File: src/rtl/char_stim_pkg.sv
// Shared types for the character stimulus generator: FSM state and serve mode.
package char_stim_pkg;

  typedef enum logic {
    ST_IDLE = 1'b0,
    ST_HOLD = 1'b1
  } state_t;

  typedef enum logic {
    MODE_RR    = 1'b0,
    MODE_FIXED = 1'b1
  } mode_t;

endpackage

File: src/rtl/char_stim_gen_if.sv
// Request/preset/output bus of char_stim_gen; master drives requests, slave emits values.
// Handshake: a request is taken when req & req_ready; a beat is consumed when out_valid & out_ready.
interface char_stim_gen_if #(
  parameter int WIDTH = 24,
  parameter int CW    = 1
);
  logic             req;
  logic             req_ready;
  logic             mode;
  logic [CW-1:0]    sel_ch;
  logic             load_en;
  logic [CW-1:0]    load_ch;
  logic [WIDTH-1:0] load_val;
  logic [WIDTH-1:0] out_data;
  logic [CW-1:0]    out_ch;
  logic             out_valid;
  logic             out_wrap;
  logic             out_ready;

  modport master (
    output req, mode, sel_ch, load_en, load_ch, load_val, out_ready,
    input  req_ready, out_data, out_ch, out_valid, out_wrap
  );

  modport slave (
    input  req, mode, sel_ch, load_en, load_ch, load_val, out_ready,
    output req_ready, out_data, out_ch, out_valid, out_wrap
  );
endinterface

File: src/rtl/char_stim_chan.sv
// One channel counter: windowed increment with wrap flag, preset has priority over increment.
module char_stim_chan #(
  parameter int               WIDTH    = 24,
  parameter logic [WIDTH-1:0] RST_VAL  = '0,
  parameter int               STEP     = 1,
  parameter int               LO_LIMIT = 32,
  parameter int               HI_LIMIT = 126
) (
  input  logic             clock,
  input  logic             reset,
  input  logic             i_inc,
  input  logic             i_load,
  input  logic [WIDTH-1:0] i_load_val,
  output logic [WIDTH-1:0] o_val,
  output logic             o_wrapped
);
  logic [WIDTH-1:0] r_val;
  logic             r_wrapped;
  logic [WIDTH:0]   w_sum;
  logic [WIDTH:0]   w_wrapped_sum;
  logic             w_wrap;

  assign w_sum         = {1'b0, r_val} + (WIDTH+1)'(STEP);
  assign w_wrap        = w_sum > (WIDTH+1)'(HI_LIMIT);
  assign w_wrapped_sum = (WIDTH+1)'(LO_LIMIT) + w_sum - (WIDTH+1)'(HI_LIMIT) - (WIDTH+1)'(1);

  // r_wrapped describes the value currently held, so it travels out with that value.
  always_ff @(posedge clock or negedge reset) begin
    if (!reset) begin
      r_val     <= RST_VAL;
      r_wrapped <= 1'b0;
    end else if (i_load) begin
      r_val     <= i_load_val;
      r_wrapped <= 1'b0;
    end else if (i_inc) begin
      r_val     <= w_wrap ? w_wrapped_sum[WIDTH-1:0] : w_sum[WIDTH-1:0];
      r_wrapped <= w_wrap;
    end
  end

  assign o_val     = r_val;
  assign o_wrapped = r_wrapped;
endmodule

File: src/rtl/char_stim_gen.sv
// Multi-channel character stimulus generator with round-robin or fixed channel serving.
module char_stim_gen
  import char_stim_pkg::*;
#(
  parameter int WIDTH    = 24,
  parameter int NUM_CH   = 2,
  parameter int BASE     = 94,
  parameter int SPACING  = 3,
  parameter int STEP     = 1,
  parameter int LO_LIMIT = 32,
  parameter int HI_LIMIT = 126
) (
  input  logic           clock,
  input  logic           reset,
  char_stim_gen_if.slave bus,
  output state_t         o_state
);
  localparam int CW = (NUM_CH > 1) ? $clog2(NUM_CH) : 1;

  state_t           r_state;
  logic [CW-1:0]    r_rr;
  logic             r_out_valid;
  logic [WIDTH-1:0] r_out_data;
  logic [CW-1:0]    r_out_ch;
  logic             r_out_wrap;

  logic             w_fixed;
  logic [CW-1:0]    w_serve_ch;
  logic             w_ch_ok;
  logic             w_accept;
  logic [WIDTH-1:0] w_val [NUM_CH];
  logic             w_wrapped [NUM_CH];
  logic [WIDTH-1:0] w_sel_val;
  logic             w_sel_wrap;

  assign w_fixed        = mode_t'(bus.mode) == MODE_FIXED;
  assign w_serve_ch     = w_fixed ? bus.sel_ch : r_rr;
  assign w_ch_ok        = {1'b0, w_serve_ch} < (CW+1)'(NUM_CH);
  assign bus.req_ready  = (r_state == ST_IDLE) | bus.out_ready;
  assign w_accept       = bus.req & bus.req_ready & w_ch_ok;

  for (genvar i = 0; i < NUM_CH; i++) begin : g_ch
    localparam logic [WIDTH:0] RV = (WIDTH+1)'(BASE) + (WIDTH+1)'(i * SPACING);
    char_stim_chan #(
      .WIDTH    (WIDTH),
      .RST_VAL  (RV[WIDTH-1:0]),
      .STEP     (STEP),
      .LO_LIMIT (LO_LIMIT),
      .HI_LIMIT (HI_LIMIT)
    ) u_chan (
      .clock      (clock),
      .reset      (reset),
      .i_inc      (w_accept && (w_serve_ch == CW'(i))),
      .i_load     (bus.load_en && (bus.load_ch == CW'(i))),
      .i_load_val (bus.load_val),
      .o_val      (w_val[i]),
      .o_wrapped  (w_wrapped[i])
    );
  end

  // Decoded select keeps an out-of-range channel number from indexing past the array.
  always_comb begin
    w_sel_val  = '0;
    w_sel_wrap = 1'b0;
    for (int i = 0; i < NUM_CH; i++) begin
      if (w_serve_ch == CW'(i)) begin
        w_sel_val  = w_val[i];
        w_sel_wrap = w_wrapped[i];
      end
    end
  end

  always_ff @(posedge clock or negedge reset) begin
    if (!reset) begin
      r_state     <= ST_IDLE;
      r_rr        <= '0;
      r_out_valid <= 1'b0;
      r_out_data  <= '0;
      r_out_ch    <= '0;
      r_out_wrap  <= 1'b0;
    end else if (w_accept) begin
      r_state     <= ST_HOLD;
      r_out_valid <= 1'b1;
      r_out_data  <= w_sel_val;
      r_out_ch    <= w_serve_ch;
      r_out_wrap  <= w_sel_wrap;
      if (!w_fixed) r_rr <= (r_rr == CW'(NUM_CH - 1)) ? '0 : r_rr + 1'b1;
    end else if (bus.out_ready) begin
      r_state     <= ST_IDLE;
      r_out_valid <= 1'b0;
    end
  end

  assign bus.out_valid = r_out_valid;
  assign bus.out_data  = r_out_data;
  assign bus.out_ch    = r_out_ch;
  assign bus.out_wrap  = r_out_wrap;
  assign o_state       = r_state;
endmodule

File: src/flat_wrapper.sv
// flat-port wrapper written by rule: the top's interface ports become plain ports
module char_stim_gen_flat import char_stim_pkg::*;
#(
  parameter int WIDTH    = 24,
  parameter int NUM_CH   = 2,
  parameter int BASE     = 94,
  parameter int SPACING  = 3,
  parameter int STEP     = 1,
  parameter int LO_LIMIT = 32,
  parameter int HI_LIMIT = 126
)
  (clock, reset, o_state, bus_req, bus_mode, bus_sel_ch, bus_load_en, bus_load_ch, bus_load_val, bus_out_ready, bus_req_ready, bus_out_data, bus_out_ch, bus_out_valid, bus_out_wrap);
  char_stim_gen_if #(.WIDTH(WIDTH), .CW((1))) bus_i ();
  input  logic clock;
  input  logic reset;
  output state_t o_state;
  input wire logic [$bits(bus_i.req)-1:0] bus_req;
  input wire logic [$bits(bus_i.mode)-1:0] bus_mode;
  input wire logic [$bits(bus_i.sel_ch)-1:0] bus_sel_ch;
  input wire logic [$bits(bus_i.load_en)-1:0] bus_load_en;
  input wire logic [$bits(bus_i.load_ch)-1:0] bus_load_ch;
  input wire logic [$bits(bus_i.load_val)-1:0] bus_load_val;
  input wire logic [$bits(bus_i.out_ready)-1:0] bus_out_ready;
  output wire logic [$bits(bus_i.req_ready)-1:0] bus_req_ready;
  output wire logic [$bits(bus_i.out_data)-1:0] bus_out_data;
  output wire logic [$bits(bus_i.out_ch)-1:0] bus_out_ch;
  output wire logic [$bits(bus_i.out_valid)-1:0] bus_out_valid;
  output wire logic [$bits(bus_i.out_wrap)-1:0] bus_out_wrap;
  assign bus_i.req = bus_req;
  assign bus_i.mode = bus_mode;
  assign bus_i.sel_ch = bus_sel_ch;
  assign bus_i.load_en = bus_load_en;
  assign bus_i.load_ch = bus_load_ch;
  assign bus_i.load_val = bus_load_val;
  assign bus_i.out_ready = bus_out_ready;
  assign bus_req_ready = bus_i.req_ready;
  assign bus_out_data = bus_i.out_data;
  assign bus_out_ch = bus_i.out_ch;
  assign bus_out_valid = bus_i.out_valid;
  assign bus_out_wrap = bus_i.out_wrap;
  char_stim_gen #(.WIDTH(WIDTH), .NUM_CH(NUM_CH), .BASE(BASE), .SPACING(SPACING), .STEP(STEP), .LO_LIMIT(LO_LIMIT), .HI_LIMIT(HI_LIMIT)) u_core (.clock(clock), .reset(reset), .bus(bus_i), .o_state(o_state));
endmodule
File: config.mk
export PLATFORM = sky130hd
export DESIGN_NAME = char_stim_gen_flat
export DESIGN_NICKNAME = d
export VERILOG_FILES = /design/src/rtl/char_stim_pkg.sv /design/src/rtl/char_stim_gen_if.sv /design/src/rtl/char_stim_chan.sv /design/src/rtl/char_stim_gen.sv /design/src/flat_wrapper.sv
export SDC_FILE = /design/constraint.sdc
export NUM_CORES = 1
export LEC_CHECK = 0
export CAP_MARGIN = 20
export CORE_MARGIN = 5
export CORE_UTILIZATION = 30
export DETAILED_ROUTE_END_ITERATION = 6
export PLACE_DENSITY = 0.44
export SYNTH_ARGS = -nofsm -noshare
export SYNTH_HDL_FRONTEND = slang
export SYNTH_HIERARCHICAL = 1
export SYNTH_SLANG_ARGS = --single-unit
export TNS_END_PERCENT = 20
File: constraint.sdc
create_clock -name clock -period 3.7 [get_ports clock]
set_input_delay 0.74 -clock clock [delete_from_list [all_inputs] [get_ports clock]]
set_output_delay 0.74 -clock clock [all_outputs]
set_load 0.01 [all_outputs]
==> results of run 1 <==
[logic make-up (layout without fill, tap and decap cells)]
logic type	after synthesis	count (layout)	share of synthesized area, %
mux	25	25	3.660
fa+ha+maj	6	6	1.036
xor+xnor	45	45	5.439
buf+inv	102	171	6.872
compound gates	241	241	24.86
flops	78	78	27.07
simple gates	378	378	31.06
[worst paths after layout]
kind | from | to | slack [ps]
setup / recovery | u_core/g_ch[1].u_chan/o_val[0]$_DFFE_PN1P_ | u_core/g_ch[1].u_chan/o_val[21]$_DFFE_PN0P_ | 250
hold / removal | reset | u_core/g_ch[0].u_chan/o_val[15]$_DFFE_PN0P_ | 420
setup reg to reg | u_core/g_ch[1].u_chan/o_val[0]$_DFFE_PN1P_ | u_core/g_ch[1].u_chan/o_val[21]$_DFFE_PN0P_ | 250
hold reg to reg | u_core/r_rr$_DFFE_PN0P_ | u_core/r_rr$_DFFE_PN0P_ | 470
max in group asynchronous | reset | u_core/g_ch[0].u_chan/o_val[1]$_DFFE_PN1P_ | 2560
min in group clock | u_core/r_rr$_DFFE_PN0P_ | u_core/r_rr$_DFFE_PN0P_ | 470
[power groups by stage]
stage	Sequential, mW	Combinational (mW)	Clock, mW
5_1_grt	1.55	2.47	0.910
3_3_place_gp	1.53	2.25	0
6_report	1.51	2.26	0.839
4_1_cts	1.51	2.26	0.873
2_1_floorplan	1.37	1.49	0
3_5_place_dp	1.52	2.25	0
[critical path, delay by kind of cell (launching register included)]
kind,cells,cell delay (ps)
AO/OA/AOI/OAI,2,750
AND/OR/NAND/NOR,6,1500
adder cells (fa/ha/maj),1,270
flip-flops,1,530
multiplexers,1,330
[stage by stage]
stage	instances	hold slack (ps)	util [%]	worst slack, ps	power [mW]
3_3_place_gp	1247	463.4	35.62	198.4	3.784
2_1_floorplan	875	441.0	-	293.1	2.855
3_5_place_dp	1247	460.5	35.62	191.7	3.768
6_report	1263	419.1	36.78	254.0	4.613
5_1_grt	1263	466.5	36.78	23.60	4.930
4_1_cts	1263	441.3	36.75	166.3	4.646
[flip-flops by register name, indices dropped and copies added, names as in the netlist]
signal / cells
u_core/o_state: 1
u_core/bus.out_wrap: 1
u_core/bus.out_data: 24
u_core/bus.out_ch: 1
u_core/g_ch.u_chan/o_val: 48
u_core/g_ch.u_chan/o_wrapped: 2
u_core/r_rr: 1
[cells in the mapped netlist (8+ instances only)]
| library cell | count |
|---|---|
| a21boi_0 | 27 |
| a21oi_1 | 49 |
| a221o_1 | 25 |
| a31oi_1 | 18 |
| and3_1 | 37 |
| and4_1 | 14 |
| buf_2 | 21 |
| buf_6 | 9 |
| clkbuf_1 | 43 |
| dfrtp_1 | 70 |
| dfstp_2 | 8 |
| inv_1 | 22 |
| mux2i_1 | 19 |
| nand2_1 | 61 |
| nand3_1 | 58 |
| nand4_1 | 20 |
| nor2_1 | 57 |
| nor3_1 | 25 |
| nor4_1 | 14 |
| o211ai_1 | 10 |
| o21ai_0 | 40 |
| or2_2 | 8 |
| or3_1 | 20 |
| xnor2_1 | 24 |
| xor2_1 | 21 |
[final cells by class]
class	count	area share, %
multi-input cells	695	55.29
flip-flops and latches	78	22.59
repair buffers	133	13.49
well taps	319	4.596
clock buffers	10	2.637
inverters	22	0.9509
clock inverters	6	0.4466
[metal layers]
| layer | GRT usage, % | vias to the layer above |
|---|---|---|
| met2 | 30.22 | 211 |
| met1 | 30.11 | 3469 |
| met5 | 0 | - |
| met4 | 4.687 | 0 |
| li1 | - | 3460 |
| met3 | 2.755 | 31 |
==> impl_summary.md, run 1 <==
Route
The met2 wire length is 11,720 um. The final layout contains routed wiring with a total length of 27,350 um. The first detailed-routing pass ran for 5 iterations.

The wire length on met1 is between 10,000 and 15,000 um. After detailed routing, the number of remaining DRC violations is 0. The detailed router finished its first iteration with just under 600 violations.

Dividing the detail-routed wire length by the instance count gives between 20 and 25 um. The via total after detailed routing is slightly above 7,000. The detailed route wirelength on metal3 is between 1000 and 1500 um. Dividing the detail-routed via count by the number of cells gives between 5 and 6. After detailed routing, no signal wire sits above met4. The residual antenna-violating net count after detailed routing is 0.

Layout
The final standard cell area without fillers is roughly 8700 um^2. Of the cells placed in the final design, the portion with a size suffix greater than 1 is 17.16%. The final layout contains 977 nets. Registers take a little under 2000 um^2. The growth of design area from synthesis to finish is 19.84%. After filler insertion, the fill cell instance count of the layout stands at roughly 2,500. The most frequent standard cell in the layout excluding fill and tap cells is buf_4. The library cells used most frequently in the layout, excluding fill and tap cells, are buf_4, dfrtp_1, nand2_1. The number of antenna cells inserted is 0.

The multi-input combinational cells in the finished layout cover a total of slightly below 5000 um^2.

Flow run
Across the run, the number of max-cap violations was 0.

Power and ir drop
The internal power component is about 2.6 mW. The cell leakage power is around 3.2 nW. The proportion of power drawn by combinational gates is between 40% and 50%. Net switching is 43.74% of the power. The part of the power in registers is around 33%. IR analysis of the VDD net gives a maximum drop of 0.0002221 V. The switching power total is slightly above 2 mW. The total power divided by cell area is 531.1 nW/um^2. The proportion of power drawn by the clock network is between 10% and 20%.

Clock tree
The number of setup buffers added after CTS is 0. The clock passes through at most 2 buffers. Hold repair after CTS inserted 0 buffers. TritonCTS built the clock tree. The clock slew at the register clock pins of the worst setup and hold paths is 70 ps. The later pin in the worst-skew pair is clocked with a latency of about 350 ps. The cell sitting at the root of the clock tree is a clkbuf_16. The H-tree was split into 3 levels. The count of cells resized by post-cts repair is 0. Clock tree synthesis inserted a total of 9 buffers.

The number of sinks driven by the clock tree is 78.

Floorplan
The number of standard-cell rows in the floorplan is 56. The die extent in y is between 150 and 200 um. The initial utilization of the core area, before any placement, comes to between 30% and 40%. The floorplan die area is between 20,000 and 30,000 um^2.

After floorplanning, the core was sized to cover 23,610 um^2. The I/O pin total is about 60. The floorplan step set the die width to roughly 170 um.

Global route
The global routing usage summed across all routing layers is approximately 20%. The first global-routing pass estimated approximately 42,000 um of wire. For this run the aggregate overflow at the end of global routing stands at 0. The via count of the first global-routing pass is ~7,000. Entering global routing, the biggest net connects 45 pins.

The number of antenna violations at the first check in global routing was 0.

Worst setup path
The category of the worst setup path capture point is a flip-flop. In this design, the stage delay of the slowest critical-path cell is ~530 ps. On the critical path, the stage with the largest delay is an instance of dfstp_2. The critical path goes through ha_1, nand3_1, or2_1, nor3_4, mux2_4, o21a_4, a311oi_4, nand4_1, or3_1, nand4_1. For the worst setup path, the data arrival time is 3720 ps. The launching element type of the critical path is a flip-flop. The most frequent cell on the critical path is nand4_1. The critical path is of the reg2reg type. Of all nets on the critical path, the largest fanout is 14. The endpoint required time on the critical path is 3980 ps. The logic depth of the worst register-to-register path is 10.

Logic synthesis
The gate count of the mapped netlist is ~880. Each instance of the synthesized netlist takes up on average slightly above 8 um^2. The netlist area before placement is 7247 um^2. Yosys mapped the design onto 77 distinct sky130hd cell types. The largest total area in the synthesized netlist belongs to dfrtp_1. The register bit total from synthesis is 78. Summing the sequential cell areas from Yosys gives a little over a quarter of the chip area. Of all flip-flops after synthesis, the portion carrying an async set or reset was between 90% and 100%. For this run, the number of Yosys warnings is 6. The number of enable-type register cells in the synthesized netlist is 0.

The portion of synthesized cell area occupied by the leading cell type is 24.17%. Counting every net in the synthesized netlist gives between 900 and 1,000. The most used flip-flop cell after synthesis is dfrtp_1. By area the synthesized netlist is led by dfrtp_1, nand3_1, a221o_1, a21oi_1, and3_1.

Timing
On the final layout, the worst clock skew is 12.14 ps. The max-slew violation total from the final report is 0. The final hold violation count is 0. The top achievable clock speed is a little under 0.3 GHz.

The post-route fraction of the period consumed by the critical path is between 90% and 100%. Measured against its own limit, the worst slew margin works out to approximately 41%. The setup total negative slack is 0 ps. At the pin with the least slew margin, the transition time is between 800 and 900 ps. The number of endpoints failing setup at the final stage is 0.

The worst path needs 3446 ps of the cycle, external delays included. Setup repair after global routing left no endpoint under its margin.

Placed design
The HPWL after detailed placement is ~21,000 um. The number of buffers inserted by port buffering is 60. The final weighted congestion in routability-driven placement is 0.8638. Summing all placed instances gives a cell area of 8411 um^2.

Status
The run finished with clean final reports.

Min path
The worst hold path belongs to the class in2async.
(Power assumes the default switching activity.)
==> inputs of run 2 (changes only) <==
--- a/config.mk
+++ b/config.mk
@@ -7,11 +7,10 @@
 export LEC_CHECK = 0
 export CAP_MARGIN = 20
 export CORE_MARGIN = 5
-export CORE_UTILIZATION = 30
+export CORE_UTILIZATION = 38
 export DETAILED_ROUTE_END_ITERATION = 6
-export PLACE_DENSITY = 0.44
+export PLACE_DENSITY = 0.54
 export SYNTH_ARGS = -nofsm -noshare
 export SYNTH_HDL_FRONTEND = slang
-export SYNTH_HIERARCHICAL = 1
 export SYNTH_SLANG_ARGS = --single-unit
 export TNS_END_PERCENT = 20
==> constraint.sdc (replaced) <==
create_clock -name clock -period 3.2 [get_ports clock]
set_input_delay 0.64 -clock clock [delete_from_list [all_inputs] [get_ports clock]]
set_output_delay 0.64 -clock clock [all_outputs]
set_load 0.01 [all_outputs]
==> impl_summary.md, run 2 <==
Floorplan
The effective utilization at floorplan is 38.60% (was 30.69%). The number of standard-cell rows in the floorplan is 48 (was 56). The core area is 17,240 um^2 (was 23,610 um^2).

The horizontal die dimension is 142.3 um (was 165.4 um). The floorplan die area came to 20,260 um^2 (was 27,370 um^2). The I/O pin total came to 61 (unchanged).

The die extent in y is 142.3 um (was 165.4 um).

Timing
The max-slew violation total from the final report is 0 (unchanged). The final hold violation count was 0 (unchanged). The top achievable clock speed was 0.3136 GHz (was 0.2902 GHz). The post-route fraction of the period consumed by the critical path is 99.66% (was 93.14%). The final period demand of the worst path is 3189 ps (was 3446 ps).

The worst hold slack is 334.4 ps (was 419.1 ps). The remaining max-slew budget at the tightest pin is 40.46% (was 41.13%). The worst clock skew on the final layout is 7.344 ps (was 12.14 ps). The worst path setup slack after routing is 10.86 ps (was 254.0 ps). The slew at the pin closest to its max-slew limit came to 889.8 ps (was 882.0 ps).

The number of endpoints failing setup at the final stage was 0 (unchanged). RSZ-0062 raised after global routing: yes (was no). The setup total negative slack is 0 ps (unchanged).

Global route
The maximum number of pins on one net before global-route repair is 50 (was 45). The via count of the first global-routing pass is 6,927 (was 6,941). The number of antenna violations at the first check in global routing is 0 (unchanged).

The first-pass GRT wire length is 38,120 um (was 42,300 um). The global routing usage summed across all routing layers was 23.74% (was 20.02%). The total overflow reported by the global router is 0 (unchanged).

Placed design
The instance count after placement with tap cells included is 1,192 (was 1,247). The estimated wirelength of the detail-placed design is 18,580 um (was 20,590 um). The final weighted congestion in routability-driven placement is 0.9942 (was 0.8638). The number of buffers inserted by port buffering is 60 (unchanged). The minimum setup slack after placement is -87.63 ps (was 191.7 ps). The total cell area at the placement stage came to 8143 um^2 (was 8411 um^2).

Worst setup path
The number of buffers and inverters on the critical path came to 1 (was 0). The largest incremental delay on the critical path was 600 ps (was 530 ps). The critical path arrival is 3420 ps (was 3720 ps).

Cells along the critical path: ha_4, nand3_4, or4_4, nor3_4, a311oi_4, o211a_1, buf_12, nor4_4, nor3b_4, a211oi_1, a211o_1 (was ha_1, nand3_1, or2_1, nor3_4, mux2_4, o21a_4, a311oi_4, nand4_1, or3_1, nand4_1). The type of the setup path with the least slack is reg2reg (unchanged). The slack of the worst reg-to-reg path is 10 ps (was 250 ps).

The critical path's slowest cell is or4_4 (was dfstp_2). The category of cells accounting for the largest share of critical-path delay is simple AND/OR/NAND/NOR gates (unchanged). The biggest fanout along the worst timing path is 10 (was 14).

The endpoint required time on the critical path is 3430 ps (was 3980 ps). The launching element type of the critical path is a flip-flop (unchanged). The category of the worst setup path capture point is a flip-flop (unchanged).

Route
The first-iteration detailed-routing DRC count came to 510 (was 577). The via total after detailed routing is 7,240 (was 7,171). The per-cell routed wire length came to 19.84 um (was 21.65 um). The number of detailed-routing iterations run before antenna repair is 5 (unchanged). The detailed-route DRC error count was 0 (unchanged). The mean number of vias per cell came to 5.959 (was 5.678). The residual antenna-violating net count after detailed routing is 0 (unchanged). The total wire length after detailed routing was 24,110 um (was 27,350 um).

Clock tree
The CTS root buffer is clkbuf_16 (unchanged). The total clock buffers created by CTS is 9 (unchanged). The buffer depth of the longest clock path was 2 (unchanged).

The later-pin clock latency in the skew report is 350 ps (about the same). The number of sinks driven by the clock tree was 78 (unchanged). The CTS H-tree depth is 3 (unchanged). The clock tree from TritonCTS is done (unchanged). The count of hold buffers inserted by post-cts repair is 0 (unchanged). The clock slew at the register clock pins of the worst setup and hold paths was 60 ps (was 70 ps).

Flow run
The number of maximum-capacitance constraint violations came to 0 (unchanged).

Logic synthesis
The xor/xnor share of the synthesized area is 6.318% (was 5.439%). The number of warnings issued by yosys is 0 (was 6). The combinational family with the most area after synthesis is simple AND/OR/NAND/NOR gates (unchanged). The post-synthesis share of cell area spent on full adders, half adders and majority gates was 1.128% (was 1.036%).

Leading cell types by total area after synthesis: dfrtp_1, o21ai_0, mux2i_1, nand2_1, nor2_1 (was dfrtp_1, nand3_1, a221o_1, a21oi_1, and3_1). The post-synthesis average cell area is 7.675 um^2 (was 8.282 um^2). The most used flip-flop cell after synthesis is dfrtp_1 (unchanged).

The number of enable-type register cells in the synthesized netlist is 0 (unchanged). The netlist area before placement was 6654 um^2 (was 7247 um^2). Post-synth top cells: nand2_1, nor2_1, o21ai_0 (was dfrtp_1, nand2_1, nand3_1). The share of synthesized cell area in and, or, nand and nor gates came to 29.41% (was 31.06%). The portion of synthesized cell area occupied by the leading cell type is 26.33% (was 24.17%). The cell type with the highest aggregate area in the netlist is dfrtp_1 (unchanged). The post-synthesis mux area share came to 5.923% (was 3.660%).

The gate count of the mapped netlist came to 867 (was 875). The compound-cell area share of the yosys netlist came to 21.98% (was 24.86%). The most numerous cell in the Yosys netlist is nand2_1 (was dfrtp_1). The distinct cell type count of the synthesized netlist is 79 (was 77). The synthesized netlist net count is 905 (was 913). The proportion of register bits with asynchronous set or reset after synthesis is 100.0% (unchanged). The register bit total from synthesis came to 78 (unchanged). The share of synthesized area occupied by flip-flops and latches was 29.48% (was 27.07%).

Power and ir drop
The maximum VDD drop is 0.0002937 V (was 0.0002221 V). The sum of internal, switching and leakage power came to 5.095 mW (was 4.613 mW). The cell leakage power is 3.398 nW (was 3.172 nW). The total power divided by cell area was 584.3 nW/um^2 (was 531.1 nW/um^2).

Layout
The flip-flop count of the largest register after layout is 48 (unchanged). The most frequent standard cell in the layout excluding fill and tap cells is buf_4 (unchanged). The number of non-filler instances in the completed layout was 1,215 (was 1,263). Most frequent cells in the layout: buf_4, nand2_1, nor2_1 (was buf_4, dfrtp_1, nand2_1). The final standard cell area without fillers was 8721 um^2 (was 8685 um^2). The utilization of the core after routing came to 50.60% (was 36.78%).

The share of layout cells above drive strength 1 is 21.11% (was 17.16%). The post-layout net count was 1,023 (was 977). The growth of design area from synthesis to finish is 31.06% (was 19.84%).

The number of antenna cells inserted is 0 (unchanged).

Status
Result of the run: finished, final reports clean (unchanged).

Min path
The class of the tightest hold or removal check is in2async (unchanged).
-- run 2: cell count changes after synthesis, moves of 9 or more --
cell | previous run | this run
a21boi_0 | 27 | 3
xnor2_1 | 24 | 35
clkbuf_1 | 43 | 60
a221o_1 | 25 | 0
nor3_1 | 25 | 37
nand2_1 | 61 | 86
buf_6 | 9 | 0
and3_1 | 37 | 16
buf_2 | 21 | 11
and2_1 | 3 | 14
nand3_1 | 58 | 45
mux2i_1 | 19 | 36
o21ai_0 | 40 | 77
nor2_1 | 57 | 82
-- run 2: layer usage --
metal | up-vias | global-route usage [%] | part of all wire, %
met3 | 45 | 4.032 | 6.0
met2 | 274 | 39.18 | 47
met4 | 0 | 5.953 | 2.3
li1 | 3392 | - | -
met1 | 3529 | 32.50 | 44
met5 | - | 0 | 0
-- run 2: cells by family (layout without fill, tap and decap cells) --
family / count (synthesis) / in the layout
compound gates: 226 / 226
simple gates: 377 / 377
flops: 78 / 78
fa+ha+maj: 6 / 6
buf+inv: 93 / 216
xor+xnor: 48 / 48
mux: 39 / 39
-- run 2: final timing paths --
path	startpoint	to	cells after the start
max	u_core.g_ch[0].u_chan.o_val[1]$_DFFE_PN1P_	u_core.g_ch[0].u_chan.o_val[22]$_DFFE_PN0P_	11
min	reset	u_core.bus.out_data[12]$_DFFE_PN0P_	1
max reg2reg	u_core.g_ch[0].u_chan.o_val[1]$_DFFE_PN1P_	u_core.g_ch[0].u_chan.o_val[22]$_DFFE_PN0P_	11
min reg2reg	u_core.bus.out_data[12]$_DFFE_PN0P_	u_core.bus.out_data[12]$_DFFE_PN0P_	2
max in group asynchronous	reset	u_core.g_ch[0].u_chan.o_val[3]$_DFFE_PN1P_	2
min in group clock	u_core.bus.out_data[12]$_DFFE_PN0P_	u_core.bus.out_data[12]$_DFFE_PN0P_	2
-- run 2: report_power, final --
group	internal [mW]	switching, mW
logic	1.11	1.40
registers	1.26	0.252
clock network	0.644	0.427
-- run 2: area by class of cell --
class                      instances  area, um^2
clock buffer                      12       256.5
clock inverter                     4       45.04
fill                            1625        8516
inverter                          15       56.30
multi-input combinational        696        4554
sequential                        78        1962
tap                              225       281.5
timing repair buffer             185        1565
-- run 2: timing repair --
item / 4_1_cts / 5_1_grt
pin swaps: 1 / 15
gates resized for setup: 7 / 40
setup buffers: 0 / 7
endpoints found under the setup margin: 15 / 39
